$ cat config.mk
export PLATFORM = sky130hd
export DESIGN_NAME = rx_uart
export DESIGN_NICKNAME = d
export VERILOG_FILES = /design/src/rtl/rx_uart.sv
export SDC_FILE = /design/constraint.sdc
export NUM_CORES = 1
export LEC_CHECK = 0
export CAP_MARGIN = 40
export CORE_UTILIZATION = 40
export CTS_CLUSTER_SIZE = 10
export DETAILED_ROUTE_END_ITERATION = 7
export PLACE_DENSITY = 0.6
export SLEW_MARGIN = 40
export SYNTH_ARGS = -nofsm -noshare
export SYNTH_HDL_FRONTEND = slang
export SYNTH_SLANG_ARGS = --single-unit
$ cat constraint.sdc
create_clock -name i_clock -period 2.73 [get_ports i_clock]
set_input_delay 0.546 -clock i_clock [delete_from_list [all_inputs] [get_ports i_clock]]
set_output_delay 0.546 -clock i_clock [all_outputs]
set_load 0.05 [all_outputs]
$ cat src/rtl/rx_uart.sv
// rtl/rx_uart.sv - UART receiver: 2-flop synchronizer, oversampled start/data/stop recovery
module rx_uart #(
    parameter int DATA_BITS        = 8,
    parameter int STOP_BITS        = 1,
    parameter int N_TICK           = 16,
    parameter int LEN_TICK_COUNTER = $clog2(N_TICK),
    parameter int LEN_DATA_COUNTER = $clog2(DATA_BITS)
) (
    input  logic                 i_clock,
    input  logic                 i_reset,
    input  logic                 i_tick,
    input  logic                 i_rx,
    output logic [DATA_BITS-1:0] o_data,
    output logic                 o_rx_done,
    output logic                 o_frame_error
);

    typedef enum logic [3:0] {
        IDLE  = 4'b0001,
        START = 4'b0010,
        DATA  = 4'b0100,
        STOP  = 4'b1000
    } state_t;

    localparam logic [LEN_TICK_COUNTER-1:0] TICK_HALF = LEN_TICK_COUNTER'(N_TICK / 2 - 1);
    localparam logic [LEN_TICK_COUNTER-1:0] TICK_LAST = LEN_TICK_COUNTER'(N_TICK - 1);
    localparam logic [LEN_DATA_COUNTER-1:0] DATA_LAST = LEN_DATA_COUNTER'(DATA_BITS - 1);
    localparam logic                        STOP_LAST = 1'(STOP_BITS - 1);

    state_t                      state;
    logic                        rx_meta;
    logic                        rx_s;
    logic [LEN_TICK_COUNTER-1:0] tick_cnt;
    logic [LEN_DATA_COUNTER-1:0] data_cnt;
    logic                        stop_cnt;
    logic                        stop_ok;
    logic [DATA_BITS-1:0]        shift;

    // Synchronizer resets to the idle (high) line level so reset never looks like a start edge
    always_ff @(posedge i_clock or negedge i_reset) begin
        if (!i_reset) begin
            rx_meta <= 1'b1;
            rx_s    <= 1'b1;
        end else begin
            rx_meta <= i_rx;
            rx_s    <= rx_meta;
        end
    end

    always_ff @(posedge i_clock or negedge i_reset) begin
        if (!i_reset) begin
            state         <= IDLE;
            tick_cnt      <= '0;
            data_cnt      <= '0;
            stop_cnt      <= 1'b0;
            stop_ok       <= 1'b0;
            shift         <= '0;
            o_data        <= '0;
            o_rx_done     <= 1'b0;
            o_frame_error <= 1'b0;
        end else begin
            o_rx_done     <= 1'b0;
            o_frame_error <= 1'b0;
            case (state)
                IDLE: begin
                    if (!rx_s) begin
                        state    <= START;
                        tick_cnt <= '0;
                    end
                end
                START: begin
                    if (i_tick) begin
                        if (tick_cnt == TICK_HALF) begin
                            if (!rx_s) begin
                                state    <= DATA;
                                tick_cnt <= '0;
                                data_cnt <= '0;
                            end else begin
                                state <= IDLE;
                            end
                        end else begin
                            tick_cnt <= tick_cnt + 1'b1;
                        end
                    end
                end
                DATA: begin
                    if (i_tick) begin
                        if (tick_cnt == TICK_LAST) begin
                            shift    <= {rx_s, shift[DATA_BITS-1:1]};
                            tick_cnt <= '0;
                            if (data_cnt == DATA_LAST) begin
                                state    <= STOP;
                                stop_cnt <= 1'b0;
                                stop_ok  <= 1'b1;
                            end else begin
                                data_cnt <= data_cnt + 1'b1;
                            end
                        end else begin
                            tick_cnt <= tick_cnt + 1'b1;
                        end
                    end
                end
                STOP: begin
                    if (i_tick) begin
                        if (tick_cnt == TICK_LAST) begin
                            tick_cnt <= '0;
                            // Leaving at mid stop bit lets a back-to-back start edge be caught
                            if (stop_cnt == STOP_LAST) begin
                                state <= IDLE;
                                if (stop_ok && rx_s) begin
                                    o_data    <= shift;
                                    o_rx_done <= 1'b1;
                                end else begin
                                    o_frame_error <= 1'b1;
                                end
                            end else begin
                                stop_cnt <= stop_cnt + 1'b1;
                                stop_ok  <= stop_ok & rx_s;
                            end
                        end else begin
                            tick_cnt <= tick_cnt + 1'b1;
                        end
                    end
                end
                default: begin
                    state    <= IDLE;
                    tick_cnt <= '0;
                    data_cnt <= '0;
                    stop_cnt <= 1'b0;
                    stop_ok  <= 1'b0;
                    shift    <= '0;
                end
            endcase
        end
    end

endmodule

==> impl_metrics.xml, run 1 <==
<?xml version="1.0" encoding="UTF-8"?>
<metrics>
  <group name="die">
    <metric name="core_area" unit="µm²">4120</metric>
    <metric name="start_util" unit="">0.426</metric>
    <metric name="die_x" unit="µm">68.2</metric>
    <metric name="std_cell_rows" unit="">23</metric>
    <metric name="die_h" unit="µm">68.2</metric>
    <metric name="design.portCount" unit="">14</metric>
    <metric name="floorplan.die_area" unit="µm²">4650</metric>
  </group>
  <group name="synth">
    <metric name="synth-edff-count" unit="">0</metric>
    <metric name="ys_types" unit="">48</metric>
    <metric name="yosysWarnings" unit="">0</metric>
    <metric name="syn_inst" unit="">171</metric>
    <metric name="asyncSetResetFlopFracSynth" unit="">1.00</metric>
    <metric name="synth-seq-cells" unit="">32</metric>
    <metric name="synth-seq-area-share" unit="">0.459</metric>
    <metric name="post_synth_instance_area" unit="µm²">1750</metric>
    <metric name="synth-main-ff-cell" unit="">sky130_fd_sc_hd__dfrtp_1</metric>
    <metric name="postSynthNetCount" unit="">178</metric>
    <metric name="syn_area_per_cell" unit="µm²">10.2</metric>
  </group>
  <group name="detailed_routing">
    <metric name="drt_pre_antenna_iters" unit="">4</metric>
    <metric name="route.antenna.remaining_nets" unit="">0</metric>
    <metric name="drtIter0Drc" unit="">118</metric>
    <metric name="routed_wire_length_per_instance" unit="µm">14.5</metric>
    <metric name="finalWirelength" unit="µm">3450</metric>
    <metric name="avgViaCountPerCell" unit="">5.56</metric>
    <metric name="remaining_drc_errors" unit="">0</metric>
    <metric name="vias" unit="">1317</metric>
  </group>
  <group name="layout">
    <metric name="layout-area-overhead-vs-synth" unit="%">14.4</metric>
    <metric name="multi_input_area" unit="µm²">860</metric>
    <metric name="layout.cells.most_common" unit="">sky130_fd_sc_hd__dfrtp_1</metric>
    <metric name="fill_count" unit="">381</metric>
    <metric name="fin_nets" unit="">193</metric>
    <metric name="drive_above_1_share" unit="">0.176</metric>
    <metric name="post-route-cell-area" unit="µm²">2000</metric>
    <metric name="insertedDiodeCount" unit="">0</metric>
    <metric name="layout.cells.most_common_list" unit="">sky130_fd_sc_hd__dfrtp_1, sky130_fd_sc_hd__mux2_2, sky130_fd_sc_hd__clkdlybuf4s50_1, sky130_fd_sc_hd__nand2_1</metric>
    <metric name="final-seq-area" unit="µm²">805</metric>
    <metric name="share_of_the_core_filled_with_cells" unit="">0.487</metric>
    <metric name="layout.cells.non_filler" unit="">237</metric>
  </group>
  <group name="power">
    <metric name="p_sw" unit="µW">487</metric>
    <metric name="power_leakage" unit="µW">0.000911</metric>
    <metric name="cellPowerDensity" unit="nW/µm²">672</metric>
    <metric name="share_clk_of_total_power" unit="">0.268</metric>
    <metric name="p_comb_frac" unit="">0.310</metric>
    <metric name="power_report.internal_total" unit="µW">860</metric>
    <metric name="peakVddDrop" unit="µV">323</metric>
    <metric name="switching_share" unit="">0.362</metric>
    <metric name="share_seq_of_total_power" unit="">0.422</metric>
  </group>
  <group name="clock_tree">
    <metric name="resized_after_cts" unit="">0</metric>
    <metric name="cts_tree" unit="">yes</metric>
    <metric name="postCtsSetupRepairBufs" unit="">0</metric>
    <metric name="cts_buffer_depth" unit="">2</metric>
    <metric name="worstSkewPairLatency" unit="ps">280</metric>
    <metric name="root_buffer" unit="">sky130_fd_sc_hd__clkbuf_8</metric>
    <metric name="htree_levels" unit="">2</metric>
    <metric name="cts_hold_buf" unit="">0</metric>
    <metric name="cts_inserted_buffers" unit="">5</metric>
    <metric name="clk_pin_slew_worst_paths" unit="ps">70</metric>
    <metric name="clock_tree_sinks" unit="">32</metric>
  </group>
  <group name="sta">
    <metric name="grt_setup_unrepaired" unit="">false</metric>
    <metric name="maxClockFrequency" unit="MHz">457</metric>
    <metric name="final.setup.worst_slack" unit="ps">540</metric>
    <metric name="min_period_over_period" unit="">0.802</metric>
    <metric name="period_needed" unit="ps">2190</metric>
    <metric name="final-hold-violation-count" unit="">0</metric>
    <metric name="drv_slew" unit="">0</metric>
    <metric name="skew" unit="ps">4.36</metric>
    <metric name="setup_tns" unit="ps">0</metric>
    <metric name="finalSetupViolations" unit="">0</metric>
    <metric name="timing_worst_slew_pin_value" unit="ps">523</metric>
    <metric name="headroom_to_the_max_slew_limit" unit="">0.652</metric>
  </group>
  <group name="grt">
    <metric name="pin_count_of_the_biggest_net_entering_global_routing" unit="">33</metric>
    <metric name="tot_gr_track_use" unit="">0.176</metric>
    <metric name="grt-ovfl-total" unit="">0</metric>
    <metric name="via_count_of_the_first_global_routing_pass" unit="">1288</metric>
    <metric name="grt_antenna_before_repair" unit="">0</metric>
    <metric name="grt_pass1_wl" unit="µm">5890</metric>
  </group>
  <group name="placement">
    <metric name="placed_cell_area" unit="µm²">1920</metric>
    <metric name="port-buffer-count" unit="">13</metric>
    <metric name="dpl_worst_slack" unit="ps">291</metric>
    <metric name="routabilityCongestion" unit="">0.863</metric>
    <metric name="detailed_place_hpwl" unit="µm">2380</metric>
    <metric name="dp.cells" unit="">229</metric>
  </group>
  <group name="hold_path">
    <metric name="worst_hold_startpoint" unit="">rx_meta</metric>
    <metric name="hold_class" unit="">flop to flop</metric>
  </group>
  <group name="critical_path">
    <metric name="worst-setup-path-type" unit="">flop to flop</metric>
    <metric name="cp-startpoint" unit="">state[2]</metric>
    <metric name="critical_path_arrival" unit="ps">2360</metric>
    <metric name="worst_r2r_startpoint" unit="">state[2]</metric>
    <metric name="critPathLaunchType" unit="">flop</metric>
    <metric name="critical_path.max_fanout" unit="">19</metric>
    <metric name="cp-end-kind" unit="">flop</metric>
    <metric name="worst-endpoint-required" unit="ps">2900</metric>
  </group>
  <group name="job">
    <metric name="max-cap-violations" unit="">0</metric>
  </group>
  <group name="outcome">
    <metric name="outcome" unit="">completed</metric>
  </group>
</metrics>
## cells by family (layout without fill, tap and decap cells)
kind of cell,Yosys count,in the layout,synth area share
simple gates,59,59,0.201
mux,18,18,0.112
flops,32,32,0.459
buf+inv,18,34,0.0500
xor+xnor,1,1,0.00500
compound gates,40,40,0.151
fa+ha+maj,3,3,0.0214
## power groups by stage
| stage | Combinational [µW] | Sequential (µW) | Clock, µW |
|---|---|---|---|
| after global routing | 464 | 576 | 391 |
| after global placement | 414 | 576 | 0 |
| after CTS | 416 | 566 | 371 |
| final | 417 | 569 | 361 |
| after floorplan | 389 | 526 | 0 |
| after detailed placement | 414 | 575 | 0 |
## worst paths after layout
path                       endpoint  slack [ps]  cells after the start
setup / recovery           shift[2]         540                      5
hold / removal                 rx_s         360                      0
setup reg to reg           shift[2]         540                      5
hold reg to reg                rx_s         360                      0
max in group asynchronous      rx_s        1750                      2
min in group asynchronous  state[1]         650                      2
## sequential cells by signal, indices dropped and copies added (netlist names)
| register | cells |
|---|---|
| o_data | 8 |
| shift | 8 |
| state | 4 |
| tick_cnt | 4 |
| data_cnt | 3 |
| o_frame_error | 1 |
| o_rx_done | 1 |
| rx_meta | 1 |
| rx_s | 1 |
| stop_ok | 1 |
## through the flow
stage | hold slack [ps] | total power (µW)
4_1_cts | 361 | 1350
5_1_grt | 361 | 1430
2_1_floorplan | 250 | 915
3_3_place_gp | 347 | 991
3_5_place_dp | 350 | 990
6_report | 359 | 1350
## area by class of cell
cell class              count  share of cell area
clock buffers               5              0.0343
inverters                  10              0.0187
repair buffers             16              0.0762
multi-input cells         121               0.429
flip-flops and latches     32               0.401
clock inverters             3             0.00936
well taps                  50              0.0312
## worst max-delay path: stages, from the launching register on
cell	delay, ps
sky130_fd_sc_hd__dfrtp_1	670
sky130_fd_sc_hd__or3b_2	560
sky130_fd_sc_hd__nor2_4	220
sky130_fd_sc_hd__nand2_1	130
sky130_fd_sc_hd__nand2_4	150
sky130_fd_sc_hd__mux2_2	350
## synth_stat cells (2+ instances only)
master / instances / area share
sky130_fd_sc_hd__inv_1: 10 / 0.021
sky130_fd_sc_hd__dfstp_2: 3 / 0.045
sky130_fd_sc_hd__a31oi_1: 2 / 0.0071
sky130_fd_sc_hd__buf_2: 4 / 0.011
sky130_fd_sc_hd__mux2i_1: 5 / 0.029
sky130_fd_sc_hd__ha_1: 3 / 0.021
sky130_fd_sc_hd__nor3b_1: 2 / 0.0086
sky130_fd_sc_hd__nor2_1: 11 / 0.024
sky130_fd_sc_hd__nand2b_1: 5 / 0.018
sky130_fd_sc_hd__o22ai_1: 4 / 0.014
sky130_fd_sc_hd__nor2b_1: 6 / 0.021
sky130_fd_sc_hd__a311oi_1: 2 / 0.010
sky130_fd_sc_hd__a21oi_1: 7 / 0.020
sky130_fd_sc_hd__nor3_1: 4 / 0.011
sky130_fd_sc_hd__a211o_1: 2 / 0.010
sky130_fd_sc_hd__and2_1: 3 / 0.011
sky130_fd_sc_hd__nand2_4: 2 / 0.013
sky130_fd_sc_hd__dfrtp_1: 29 / 0.41
sky130_fd_sc_hd__buf_4: 2 / 0.0086
sky130_fd_sc_hd__nand3_1: 2 / 0.0057
sky130_fd_sc_hd__nor4b_1: 2 / 0.010
sky130_fd_sc_hd__nand2_1: 12 / 0.026
sky130_fd_sc_hd__a22o_1: 2 / 0.010
sky130_fd_sc_hd__mux2_2: 13 / 0.084
sky130_fd_sc_hd__o21ai_0: 11 / 0.031
## per-layer routing
layer	wire length [µm]	vias up	global-route usage
met5	0	-	0
met3	180	5	0.0483
met1	1610	634	0.221
li1	-	643	-
met2	1600	35	0.279
met4	55	0	0.0781
(Power assumes the default switching activity.)
==> run 2: changes to the inputs <==
==> constraint.sdc (replaced) <==
create_clock -name i_clock -period 2.15 [get_ports i_clock]
set_input_delay 0.43 -clock i_clock [delete_from_list [all_inputs] [get_ports i_clock]]
set_output_delay 0.43 -clock i_clock [all_outputs]
set_load 0.05 [all_outputs]
==> impl_metrics.xml, run 2 (synthesized netlist as in run 1, its figures left out) <==
<?xml version="1.0" encoding="UTF-8"?>
<metrics>
  <group name="outcome">
    <metric name="outcome" unit="">completed</metric>
  </group>
  <group name="clock_tree">
    <metric name="clk_pin_slew_worst_paths" unit="ps">80</metric>
    <metric name="root_buffer" unit="">sky130_fd_sc_hd__clkbuf_8</metric>
    <metric name="cts_inserted_buffers" unit="">5</metric>
    <metric name="htree_levels" unit="">2</metric>
    <metric name="worstSkewPairLatency" unit="ps">290</metric>
    <metric name="clock_tree_sinks" unit="">32</metric>
    <metric name="postCtsSetupRepairBufs" unit="">0</metric>
    <metric name="cts_hold_buf" unit="">0</metric>
    <metric name="cts_buffer_depth" unit="">2</metric>
    <metric name="resized_after_cts" unit="">0</metric>
    <metric name="cts_tree" unit="">yes</metric>
  </group>
  <group name="sta">
    <metric name="finalSetupViolations" unit="">0</metric>
    <metric name="skew" unit="ps">8.05</metric>
    <metric name="min_period_over_period" unit="">0.910</metric>
    <metric name="maxClockFrequency" unit="MHz">511</metric>
    <metric name="timing.hold.ws" unit="ps">358</metric>
    <metric name="timing_worst_slew_pin_value" unit="ps">500</metric>
    <metric name="grt_setup_unrepaired" unit="">false</metric>
    <metric name="period_needed" unit="ps">1960</metric>
    <metric name="final-hold-violation-count" unit="">0</metric>
    <metric name="headroom_to_the_max_slew_limit" unit="">0.665</metric>
    <metric name="drv_slew" unit="">0</metric>
    <metric name="setup_tns" unit="ps">0</metric>
  </group>
  <group name="detailed_routing">
    <metric name="remaining_drc_errors" unit="">0</metric>
    <metric name="drt_pre_antenna_iters" unit="">4</metric>
    <metric name="vias" unit="">1376</metric>
    <metric name="routed_wire_length_per_instance" unit="µm">15.6</metric>
    <metric name="route.antenna.remaining_nets" unit="">0</metric>
    <metric name="avgViaCountPerCell" unit="">5.55</metric>
    <metric name="drtIter0Drc" unit="">95</metric>
    <metric name="finalWirelength" unit="µm">3860</metric>
  </group>
  <group name="layout">
    <metric name="top_regs" unit="">o_data x8, shift x8</metric>
    <metric name="drive_above_1_share" unit="">0.222</metric>
    <metric name="post-route-cell-area" unit="µm²">2110</metric>
    <metric name="layout.cells.most_common_list" unit="">sky130_fd_sc_hd__dfrtp_1, sky130_fd_sc_hd__buf_4, sky130_fd_sc_hd__mux2_2, sky130_fd_sc_hd__clkdlybuf4s50_1, sky130_fd_sc_hd__nand2_1</metric>
    <metric name="layout.cells.most_common" unit="">sky130_fd_sc_hd__dfrtp_1</metric>
    <metric name="layout-area-overhead-vs-synth" unit="%">20.5</metric>
    <metric name="layout.cells.non_filler" unit="">248</metric>
    <metric name="fin_nets" unit="">204</metric>
    <metric name="insertedDiodeCount" unit="">0</metric>
  </group>
  <group name="hold_path">
    <metric name="worst_hold_startpoint" unit="">rx_meta</metric>
    <metric name="hold_class" unit="">flop to flop</metric>
  </group>
  <group name="critical_path">
    <metric name="worstPathCellList" unit="">or2_0, a211o_1, nand2_4, mux2_2</metric>
    <metric name="worst-setup-path-type" unit="">flop to flop</metric>
    <metric name="critical_path.max_fanout" unit="">12</metric>
    <metric name="critPathLaunchType" unit="">flop</metric>
    <metric name="cp-startpoint" unit="">state[1]</metric>
    <metric name="cp_slowest_cell" unit="">sky130_fd_sc_hd__dfrtp_1</metric>
    <metric name="worst-endpoint-required" unit="ps">2320</metric>
    <metric name="worst_r2r_startpoint" unit="">state[1]</metric>
    <metric name="critical_path_arrival" unit="ps">2120</metric>
    <metric name="cpPeakStageDelay" unit="ps">510</metric>
    <metric name="cp-end-kind" unit="">flop</metric>
  </group>
  <group name="job">
    <metric name="max-cap-violations" unit="">0</metric>
  </group>
  <group name="placement">
    <metric name="detailed_place_hpwl" unit="µm">2760</metric>
    <metric name="dp.cells" unit="">240</metric>
    <metric name="routabilityCongestion" unit="">0.886</metric>
    <metric name="placed_cell_area" unit="µm²">2000</metric>
    <metric name="port-buffer-count" unit="">13</metric>
  </group>
  <group name="grt">
    <metric name="tot_gr_track_use" unit="">0.195</metric>
    <metric name="via_count_of_the_first_global_routing_pass" unit="">1408</metric>
    <metric name="grt_pass1_wl" unit="µm">6540</metric>
    <metric name="grt_antenna_before_repair" unit="">0</metric>
    <metric name="pin_count_of_the_biggest_net_entering_global_routing" unit="">33</metric>
    <metric name="grt-ovfl-total" unit="">0</metric>
  </group>
  <group name="power">
    <metric name="peakVddDrop" unit="µV">478</metric>
    <metric name="power_leakage" unit="µW">0.000970</metric>
    <metric name="cellPowerDensity" unit="nW/µm²">891</metric>
  </group>
  <group name="die">
    <metric name="floorplan.die_area" unit="µm²">4650</metric>
    <metric name="die_x" unit="µm">68.2</metric>
    <metric name="die_h" unit="µm">68.2</metric>
    <metric name="std_cell_rows" unit="">23</metric>
    <metric name="start_util" unit="">0.426</metric>
    <metric name="design.portCount" unit="">14</metric>
    <metric name="core_area" unit="µm²">4120</metric>
  </group>
</metrics>
==> run 2: cell count changes in the layout (fill, tap and decap cells not counted) <==
cell                         delta
sky130_fd_sc_hd__clkinvlp_4     +1
sky130_fd_sc_hd__clkinv_4       -1
sky130_fd_sc_hd__bufinv_16      +1
sky130_fd_sc_hd__buf_4         +11
sky130_fd_sc_hd__clkinv_2       -1
==> run 2: per-layer routing <==
| metal | part of all wire | track usage | vias to the layer above | wire length (µm) |
|---|---|---|---|---|
| li1 | - | - | 663 | - |
| met1 | 0.45 | 0.245 | 663 | 1750 |
| met2 | 0.48 | 0.324 | 44 | 1850 |
| met3 | 0.055 | 0.0517 | 6 | 213 |
| met4 | 0.014 | 0.0625 | 0 | 53 |
| met5 | 0 | 0 | - | 0 |
==> run 2: cell type report <==
type / instances / area, µm²
fillers: 373 / 2000
multi-input cells: 121 / 860
flip-flops and latches: 32 / 805
repair buffers: 27 / 235
clock buffers: 5 / 68.8
well taps: 50 / 62.6
clock inverters: 3 / 42.5
inverters: 10 / 37.5
==> run 2: final timing paths <==
path,end,slack [ps],cells past startpoint
hold / removal,rx_s,360,0
setup reg to reg,shift[0],190,4
setup / recovery,shift[0],190,4
max in group asynchronous,rx_meta,1290,2
hold reg to reg,rx_s,360,0
min in group asynchronous,state[1],530,2
==> run 2: power breakdown <==
group	total (µW)	internal, µW	switching [µW]
Clock	581	343	238
Sequential	703	640	62.7
Combinational	598	257	341
Total	1880	1240	642
==> run 2: critical path: cells and delay by family (launching register included) <==
| family | cells | cell delay (ps) |
|---|---|---|
| AO/OA/AOI/OAI | 1 | 400 |
| flip-flops | 1 | 510 |
| multiplexers | 1 | 350 |
| AND/OR/NAND/NOR | 2 | 570 |
==> run 2: per-stage QoR <==
stage	utilization	power, µW	setup slack, ps
after detailed placement	0.486	1310	15.7
after global routing	0.513	1990	60.8
final	0.513	1880	193
after global placement	0.486	1290	21.7
after CTS	0.513	1900	175
after floorplan	-	1160	259
==> run 3: changes to the inputs <==
--- a/config.mk
+++ b/config.mk
@@ -6,10 +6,12 @@
 export NUM_CORES = 1
 export LEC_CHECK = 0
 export CAP_MARGIN = 40
+export CELL_PAD_IN_SITES_DETAIL_PLACEMENT = 0
+export CELL_PAD_IN_SITES_GLOBAL_PLACEMENT = 1
 export CORE_UTILIZATION = 40
 export CTS_CLUSTER_SIZE = 10
 export DETAILED_ROUTE_END_ITERATION = 7
-export PLACE_DENSITY = 0.6
+export PLACE_DENSITY = 0.73
 export SLEW_MARGIN = 40
 export SYNTH_ARGS = -nofsm -noshare
 export SYNTH_HDL_FRONTEND = slang
==> constraint.sdc (replaced) <==
create_clock -name i_clock -period 2.15 [get_ports i_clock]
set_input_delay 0.3225 -clock i_clock [delete_from_list [all_inputs] [get_ports i_clock]]
set_output_delay 0.3225 -clock i_clock [all_outputs]
set_load 0.05 [all_outputs]
==> impl_metrics.xml, run 3 (synthesized netlist as in run 1, its figures left out) <==
<?xml version="1.0" encoding="UTF-8"?>
<metrics>
  <group name="critical_path">
    <metric name="worstPathCellList" unit="">ha_1, and3_2, nand2_4, nor4_4, buf_4, mux2_2</metric>
    <metric name="worst-endpoint-required" unit="ps">2310</metric>
    <metric name="worst_r2r_startpoint" unit="">tick_cnt[0]</metric>
    <metric name="cpPeakStageDelay" unit="ps">390</metric>
    <metric name="cp_slowest_cell" unit="">sky130_fd_sc_hd__dfrtp_1</metric>
    <metric name="worst_reg2reg_path_length_in_cells" unit="">6</metric>
    <metric name="critical_path.reg2reg.endpoint" unit="">o_data[5]</metric>
    <metric name="critical_path.max_fanout" unit="">8</metric>
    <metric name="flop2flop_setup_slack" unit="ps">200</metric>
    <metric name="worst-setup-path-type" unit="">flop to flop</metric>
    <metric name="critical_path_arrival" unit="ps">2110</metric>
    <metric name="critPathLaunchType" unit="">flop</metric>
    <metric name="cp-end-kind" unit="">flop</metric>
  </group>
  <group name="die">
    <metric name="die_h" unit="µm">68.2</metric>
    <metric name="design.portCount" unit="">14</metric>
    <metric name="std_cell_rows" unit="">23</metric>
    <metric name="core_area" unit="µm²">4120</metric>
    <metric name="die_x" unit="µm">68.2</metric>
    <metric name="start_util" unit="">0.426</metric>
    <metric name="floorplan.die_area" unit="µm²">4650</metric>
  </group>
  <group name="grt">
    <metric name="met3_usage" unit="">0.0500</metric>
    <metric name="pin_count_of_the_biggest_net_entering_global_routing" unit="">33</metric>
    <metric name="grt.met2_usage" unit="">0.304</metric>
    <metric name="tot_gr_track_use" unit="">0.186</metric>
    <metric name="grt_antenna_before_repair" unit="">0</metric>
    <metric name="grt_busiest_layer" unit="">met2</metric>
    <metric name="via_count_of_the_first_global_routing_pass" unit="">1347</metric>
    <metric name="grt.met1_usage" unit="">0.229</metric>
    <metric name="grt_pass1_wl" unit="µm">6230</metric>
    <metric name="grt-ovfl-total" unit="">0</metric>
  </group>
  <group name="detailed_routing">
    <metric name="drt_pre_antenna_iters" unit="">5</metric>
    <metric name="avgViaCountPerCell" unit="">5.45</metric>
    <metric name="drtIter0Drc" unit="">107</metric>
    <metric name="remaining_drc_errors" unit="">0</metric>
    <metric name="finalWirelength" unit="µm">3700</metric>
    <metric name="routed_wire_length_per_instance" unit="µm">15.0</metric>
    <metric name="vias" unit="">1345</metric>
    <metric name="route.antenna.remaining_nets" unit="">0</metric>
  </group>
  <group name="sta">
    <metric name="maxClockFrequency" unit="MHz">512</metric>
    <metric name="timing_worst_slew_pin_value" unit="ps">521</metric>
    <metric name="min_period_over_period" unit="">0.908</metric>
    <metric name="finalSetupViolations" unit="">0</metric>
    <metric name="grt_setup_unrepaired" unit="">false</metric>
    <metric name="final-hold-violation-count" unit="">0</metric>
    <metric name="timing.hold.ws" unit="ps">355</metric>
    <metric name="period_needed" unit="ps">1950</metric>
    <metric name="skew" unit="ps">11.4</metric>
    <metric name="setup_tns" unit="ps">0</metric>
    <metric name="drv_slew" unit="">0</metric>
    <metric name="headroom_to_the_max_slew_limit" unit="">0.650</metric>
  </group>
  <group name="clock_tree">
    <metric name="postCtsSetupRepairBufs" unit="">0</metric>
    <metric name="cts_hold_buf" unit="">0</metric>
    <metric name="root_buffer" unit="">sky130_fd_sc_hd__clkbuf_8</metric>
    <metric name="worstSkewPairLatency" unit="ps">280</metric>
    <metric name="cts_inserted_buffers" unit="">5</metric>
    <metric name="resized_after_cts" unit="">0</metric>
    <metric name="clk_pin_slew_worst_paths" unit="ps">70</metric>
    <metric name="cts_buffer_depth" unit="">2</metric>
    <metric name="htree_levels" unit="">2</metric>
    <metric name="clock_tree_sinks" unit="">32</metric>
    <metric name="cts_tree" unit="">yes</metric>
  </group>
  <group name="layout">
    <metric name="insertedDiodeCount" unit="">0</metric>
    <metric name="top_regs" unit="">o_data x8, shift x8</metric>
    <metric name="fin_nets" unit="">203</metric>
    <metric name="layout.cells.most_common" unit="">sky130_fd_sc_hd__dfrtp_1</metric>
    <metric name="fill_count" unit="">385</metric>
    <metric name="post-route-cell-area" unit="µm²">2120</metric>
    <metric name="layout.cells.most_common_list" unit="">sky130_fd_sc_hd__dfrtp_1, sky130_fd_sc_hd__mux2_2, sky130_fd_sc_hd__clkdlybuf4s50_1, sky130_fd_sc_hd__buf_4, sky130_fd_sc_hd__nand2_1</metric>
    <metric name="layout-area-overhead-vs-synth" unit="%">20.9</metric>
    <metric name="share_of_the_core_filled_with_cells" unit="">0.515</metric>
    <metric name="multi_input_area" unit="µm²">860</metric>
    <metric name="drive_above_1_share" unit="">0.218</metric>
    <metric name="final-seq-area" unit="µm²">805</metric>
  </group>
  <group name="outcome">
    <metric name="outcome" unit="">completed</metric>
  </group>
  <group name="placement">
    <metric name="placed_cell_area" unit="µm²">1990</metric>
    <metric name="routabilityCongestion" unit="">0.869</metric>
    <metric name="detailed_place_hpwl" unit="µm">2680</metric>
    <metric name="port-buffer-count" unit="">13</metric>
  </group>
  <group name="power">
    <metric name="peakVddDrop" unit="µV">488</metric>
    <metric name="power_leakage" unit="µW">0.000976</metric>
    <metric name="cellPowerDensity" unit="nW/µm²">905</metric>
  </group>
  <group name="hold_path">
    <metric name="worst_hold_startpoint" unit="">rx_meta</metric>
    <metric name="worst_hold_path.num_cells" unit="">0</metric>
    <metric name="hold_class" unit="">flop to flop</metric>
    <metric name="min_to" unit="">rx_s</metric>
  </group>
  <group name="job">
    <metric name="max-cap-violations" unit="">0</metric>
  </group>
</metrics>
[run 3: cell count changes in the layout (fill, tap and decap cells not counted)]
| cell | previous run | this run |
|---|---|---|
| sky130_fd_sc_hd__clkbuf_8 | 5 | 7 |
| sky130_fd_sc_hd__buf_4 | 14 | 13 |
| sky130_fd_sc_hd__clkinv_2 | 1 | 0 |
| sky130_fd_sc_hd__clkinvlp_4 | 1 | 0 |
[run 3: area by class of cell]
cell class | instances | area share
multi-input combinational | 121 | 0.406
sequential | 32 | 0.380
timing repair buffer | 26 | 0.108
clock buffer | 7 | 0.0455
tap | 50 | 0.0295
inverter | 10 | 0.0177
clock inverter | 1 | 0.0142
[run 3: how the worst max path moves through the flow]
stage / startpoint / end / slack [ps] / cells after the start
3_3_place_gp: i_tick / o_data[2] / 140 / 6
4_1_cts: tick_cnt[0] / o_data[0] / 170 / 6
6_report: tick_cnt[0] / o_data[5] / 200 / 6
2_1_floorplan: tick_cnt[0] / o_data[0] / 260 / 5
3_5_place_dp: i_tick / o_data[0] / 110 / 6
5_1_grt: state[3] / tick_cnt[3] / 20 / 5
[run 3: where the power goes]
part / total (µW) / switching (µW) / internal, µW
logic: 583 / 329 / 254
registers: 700 / 60.3 / 640
clock network: 634 / 225 / 409
[run 3: layer usage]
metal | vias up | part of all wire
li1 | 663 | -
met1 | 657 | 0.47
met2 | 17 | 0.48
met3 | 8 | 0.032
met4 | 0 | 0.014
met5 | - | 0
[run 3: through the flow]
stage	total power [µW]	setup WS [ps]	instances
final	1920	197	247
after global routing	2030	23.0	247
after CTS	1940	174	247
after detailed placement	1300	111	239
after global placement	1290	136	239
after floorplan	1160	259	171
[run 3: worst max-delay path, delay by kind of cell, from the launching register on]
family,cells,cell delay [ps]
simple gates,3,580
buf+inv,1,220
mux,1,340
fa+ha+maj,1,300
flops,1,390
